### src/rtl/uart_pkg.sv
// Shared UART definitions: FSM states, frame width, bit-period helper.
// Used by the transmitter and the receiver.
package uart_pkg;

  localparam int DATA_BITS = 8;

  typedef enum logic [1:0] {
    IDLE,
    START,
    DATA,
    STOP
  } tx_state_e;

  function automatic int clks_per_bit(
    input int clk_freq,
    input int baud
  );
    return clk_freq / baud;
  endfunction

endpackage

### src/rtl/uart_baud_gen.sv
// Bit-period counter: counts 0..CLKS_PER_BIT-1 and wraps.
// Ports: clk, rst (async low), restart_i (sync zero), bit_tick_o.
module uart_baud_gen #(
  parameter int CLKS_PER_BIT = 4
) (
  input  logic clk,
  input  logic rst,
  input  logic restart_i,
  output logic bit_tick_o
);

  localparam int CW =
    (CLKS_PER_BIT > 1) ? $clog2(CLKS_PER_BIT) : 1;
  localparam logic [CW-1:0] LAST =
    CW'(CLKS_PER_BIT - 1);

  logic [CW-1:0] cnt_q, cnt_d;

  always_comb begin
    cnt_d = cnt_q + CW'(1);
    if (restart_i || cnt_q == LAST)
      cnt_d = '0;
  end

  always_ff @(posedge clk or negedge rst) begin
    if (!rst) cnt_q <= '0;
    else      cnt_q <= cnt_d;
  end

  assign bit_tick_o = (cnt_q == LAST);

endmodule

### src/rtl/uart_transmitter.sv
// Double-buffered 8N1 UART transmitter (THR -> TSR -> tx_data).
// Ports: clk, rst, thr_data/thr_write in; status flags and tx_data out.
module uart_transmitter
  import uart_pkg::*;
#(
  parameter int CLK_FREQ     = 100_000_000,
  parameter int BAUD         = 9600,
  parameter int CLKS_PER_BIT = clks_per_bit(CLK_FREQ, BAUD)
) (
  input  logic       clk,
  input  logic       rst,
  input  logic [7:0] thr_data,
  input  logic       thr_write,
  output logic       thr_empty,
  output logic       tx_busy,
  output logic       tx_done,
  output logic       tx_overrun,
  output logic       tx_data
);

  localparam int IW = $clog2(DATA_BITS);

  tx_state_e         state_q, state_d;
  logic [IW-1:0]     idx_q, idx_d;
  logic [7:0]        thr_q, thr_d;
  logic [7:0]        tsr_q, tsr_d;
  logic              thr_empty_q, thr_empty_d;
  logic              ovr_q, ovr_d;
  logic              done_q, done_d;
  logic              tx_q, tx_d;
  logic              bit_tick;
  logic              wr_ok;
  logic              xfer;

  uart_baud_gen #(
    .CLKS_PER_BIT(CLKS_PER_BIT)
  ) u_baud (
    .clk       (clk),
    .rst       (rst),
    .restart_i (xfer),
    .bit_tick_o(bit_tick)
  );

  // A full THR moves into TSR when idle or exactly at the
  // last stop-bit cycle, so chained frames have no gap.
  assign wr_ok = thr_write && thr_empty_q;
  assign xfer  = !thr_empty_q &&
                 (state_q == IDLE ||
                  (state_q == STOP && bit_tick));

  always_comb begin
    state_d     = state_q;
    idx_d       = idx_q;
    thr_d       = wr_ok ? thr_data : thr_q;
    tsr_d       = xfer ? thr_q : tsr_q;
    thr_empty_d = thr_empty_q;
    ovr_d       = ovr_q | (thr_write && !thr_empty_q);
    done_d      = (state_q == STOP) && bit_tick;

    if (wr_ok) thr_empty_d = 1'b0;
    if (xfer)  thr_empty_d = 1'b1;

    unique case (state_q)
      IDLE: if (xfer) state_d = START;
      START: if (bit_tick) begin
        state_d = DATA;
        idx_d   = '0;
      end
      DATA: if (bit_tick) begin
        if (idx_q == IW'(DATA_BITS - 1))
          state_d = STOP;
        else
          idx_d = idx_q + IW'(1);
      end
      STOP: if (bit_tick)
        state_d = xfer ? START : IDLE;
      default: state_d = IDLE;
    endcase

    // Line level follows the next state so tx_data
    // comes straight from a flop.
    unique case (state_d)
      START:   tx_d = 1'b0;
      DATA:    tx_d = tsr_d[idx_d];
      default: tx_d = 1'b1;
    endcase
  end

  always_ff @(posedge clk or negedge rst) begin
    if (!rst) begin
      state_q     <= IDLE;
      idx_q       <= '0;
      thr_q       <= '0;
      tsr_q       <= '0;
      thr_empty_q <= 1'b1;
      ovr_q       <= 1'b0;
      done_q      <= 1'b0;
      tx_q        <= 1'b1;
    end else begin
      state_q     <= state_d;
      idx_q       <= idx_d;
      thr_q       <= thr_d;
      tsr_q       <= tsr_d;
      thr_empty_q <= thr_empty_d;
      ovr_q       <= ovr_d;
      done_q      <= done_d;
      tx_q        <= tx_d;
    end
  end

  assign thr_empty  = thr_empty_q;
  assign tx_busy    = (state_q != IDLE);
  assign tx_done    = done_q;
  assign tx_overrun = ovr_q;
  assign tx_data    = tx_q;

endmodule
### config.mk
export PLATFORM = sky130hd
export DESIGN_NAME = uart_transmitter
export DESIGN_NICKNAME = d
export VERILOG_FILES = /design/src/rtl/uart_pkg.sv /design/src/rtl/uart_baud_gen.sv /design/src/rtl/uart_transmitter.sv
export SDC_FILE = /design/constraint.sdc
export NUM_CORES = 1
export LEC_CHECK = 0
export ABC_AREA = 1
export BUFFER_PORTS_ARGS = -buffer_cell sky130_fd_sc_hd__buf_2
export CAP_MARGIN = 20
export CORE_MARGIN = 1.5
export CORE_UTILIZATION = 39
export CTS_BUF_LIST = sky130_fd_sc_hd__clkbuf_8
export CTS_CLUSTER_SIZE = 24
export DETAILED_ROUTE_END_ITERATION = 7
export GPL_TIMING_DRIVEN = 0
export HOLD_SLACK_MARGIN = 0.05
export PLACE_DENSITY = 0.52
export SETUP_SLACK_MARGIN = 0.3
export SYNTH_ARGS = -nofsm -noshare
export SYNTH_HDL_FRONTEND = slang
export SYNTH_SLANG_ARGS = --single-unit
### constraint.sdc
create_clock -name clk -period 4.5 [get_ports clk]
set_clock_uncertainty 0.2 [all_clocks]
set_input_delay 1.125 -clock clk [delete_from_list [all_inputs] [get_ports clk]]
set_output_delay 1.125 -clock clk [all_outputs]
set_load 0.02 [all_outputs]
==> metrics.txt <==
status=complete, no violations; Worst Hold Path Cells=1; post-route cell area=0.00234 sq mm; Critical Path Fanout Max=5; max_cap viols=0; CTS Sinks=39; reg2reg setup slack=2.34 ns; total track usage=0.155; antenna viol nets, final=0; H-tree levels=2; share of post-route cells with drive strength above 1=0.176; core box area=0.00514 sq mm; GRT overflow=0; Routed wire per std cell=10.8 um; # resized after CTS=0; Synth Cell Area=0.00209 sq mm; clk_lat worst skew=0.29 ns; EDFF count, synth=0; CTS Hold Buffers Added=0; end of the worst register-to-register path=tx_data$_DFF_PN1_; std cell rows=26; crit path launch type=register; Post-DP HPWL=2890 um; Hold EP=tx_overrun$_DFF_PN0_; Post-synth top flop=dfrtp_1; Yosys reg bits=39; Final #Nets=307; Synth Area per Inst=7.83 sq um; IO buf count=15; critical hold path startpoint=tx_overrun$_DFF_PN0_; Reg clk slew, reported paths=0.08 ns; final WL=3870 um; required time worst endpoint=3.17 ns; Peak VDD IR=0.234 mV; slew margin rel.=0.432; post-synth cell types=29; Mapped Cells=267; sequential fraction of the synthesis area=0.468; Static Leak=0.00119 uW; Hold WC Path Type=register to register; Final min period=2.64 ns; Power per Cell Area=491 mW/mm^2; Setup CP Type=register to output pin; final setup TNS=0 ns; Initial Utilization=0.407; 1st-iter DRT viols=39; RSZ-0062 raised after global routing=false; Worst Path Arrival=1.32 ns; postcts setup bufs=0; Peak Freq=0.378 GHz; Final setup viols=0; CP Capture Type=output pin; TritonCTS clock tree=yes; vias in the first global route=1599; largest net degree at the start of global routing=40; R2R Path Start=u_baud.cnt_q[0]$_DFF_PN0_; fraction of registers with async set/reset=1.00; Placed Area=0.00225 sq mm; Tcrit/Tclk final=0.588; clk root buf=clkbuf_8; yosys warns=0; DR vias/cell=4.53; synth-to-layout area growth=12.0%; initial antenna violation count=0; die span in x=76.2 um; Final Hold Viols=0; die area=0.00581 sq mm; RePlAce Congestion=0.792; via count=1630; first-pass GRT wire length=7210 um; clk buf depth=2; Worst-Margin Slew=0.852 ns; I/O pin count=16; CTS buffer count=5; die height=76.2 um; Final Max Tran Viols=0; Synth Net Count=285; ANT cells=0; drc violations=0; DRT Pass-1 Iters=4; reg2reg path depth=16
## cell usage after synthesis (2+ instances only)
cell type | n | area, sq um
o21ai_0 | 6 | 30.0
nand2_1 | 62 | 233
clkbuf_1 | 2 | 7.51
dfstp_2 | 2 | 52.6
nand3_2 | 3 | 30.0
nand3_1 | 19 | 95.1
dfrtp_1 | 37 | 926
nor2_1 | 29 | 109
nand2_2 | 6 | 37.5
nor3_1 | 6 | 30.0
a21oi_1 | 12 | 60.1
inv_1 | 46 | 173
nor3b_1 | 4 | 30.0
inv_2 | 6 | 22.5
nor2_4 | 2 | 22.5
ha_1 | 7 | 87.6
nor2_2 | 6 | 37.5
## worst max-delay path by stage
stage	cells after the start	endpoint	from
6_report	4	tx_busy	state_q[1]$_DFF_PN0_
2_1_floorplan	3	tx_busy	state_q[1]$_DFF_PN0_
3_5_place_dp	4	tx_busy	state_q[1]$_DFF_PN0_
3_3_place_gp	4	tx_busy	state_q[1]$_DFF_PN0_
5_1_grt	4	tx_busy	state_q[1]$_DFF_PN0_
4_1_cts	4	tx_busy	state_q[1]$_DFF_PN0_
## cells in the final DEF (no fill, tap or decap), types with 6 or more instances in the layout
master    n
dfrtp_1  37
a21oi_1  12
inv_1    46
nor2_2    6
o21ai_0   6
nor3_1    6
buf_2    15
ha_1      7
nor2_1   29
nand2_1  62
nand3_1  19
inv_2     6
nand2_2   6
## critical path, stage by stage (launching register included)
cell and delay, ns:
dfrtp_1 0.43, inv_1 0.12, ha_1 0.22, inv_1 0.10, buf_2 0.17
## power by group
| part | switching [uW] | internal, uW | total, uW |
|---|---|---|---|
| clock | 128 | 108 | 236 |
| sequential | 37.3 | 453 | 490 |
| combinational | 288 | 135 | 423 |
## flip-flops by register name, summed over array words and instances (netlist names)
register,count
tx_data,1
tx_overrun,1
tsr_q,8
thr_empty,1
u_baud.cnt_q,14
state_q,2
tx_done,1
thr_q,8
idx_q,3
## cell type report
cell class / count / area, sq um
fill: 568 / 2800
sequential: 39 / 978
multi-input combinational: 173 / 905
inverter: 53 / 199
tap: 70 / 87.6
timing repair buffer: 15 / 75.1
clock buffer: 5 / 68.8
clock inverter: 3 / 20.0
buffer: 2 / 7.51
## kinds of logic after synthesis
group,after synthesis,share of synthesized area
compound gates,22,0.0587
xor+xnor,2,0.00838
fa+ha+maj,7,0.0419
buf+inv,55,0.0988
flops,39,0.468
simple gates,142,0.324
## metrics by stage
step	instances	hold WS [ns]	total power, uW	util	setup WS (ns)
6_report	360	0.260	1150	0.455	1.86
5_1_grt	360	0.292	1270	0.455	1.78
4_1_cts	360	0.267	1170	0.455	1.84
3_5_place_dp	352	0.241	927	0.438	2.17
3_3_place_gp	352	0.240	921	0.438	2.16
2_1_floorplan	267	0.233	814	-	2.36
## layer usage
metal | share of wire | vias to the layer above | GRT usage
li1 | - | 871 | -
met1 | 0.54 | 732 | 0.217
met2 | 0.41 | 21 | 0.238
met3 | 0.032 | 6 | 0.0287
met4 | 0.018 | 0 | 0.0611
met5 | 0 | - | 0
Note: power is estimated with default switching activity, not from simulation.
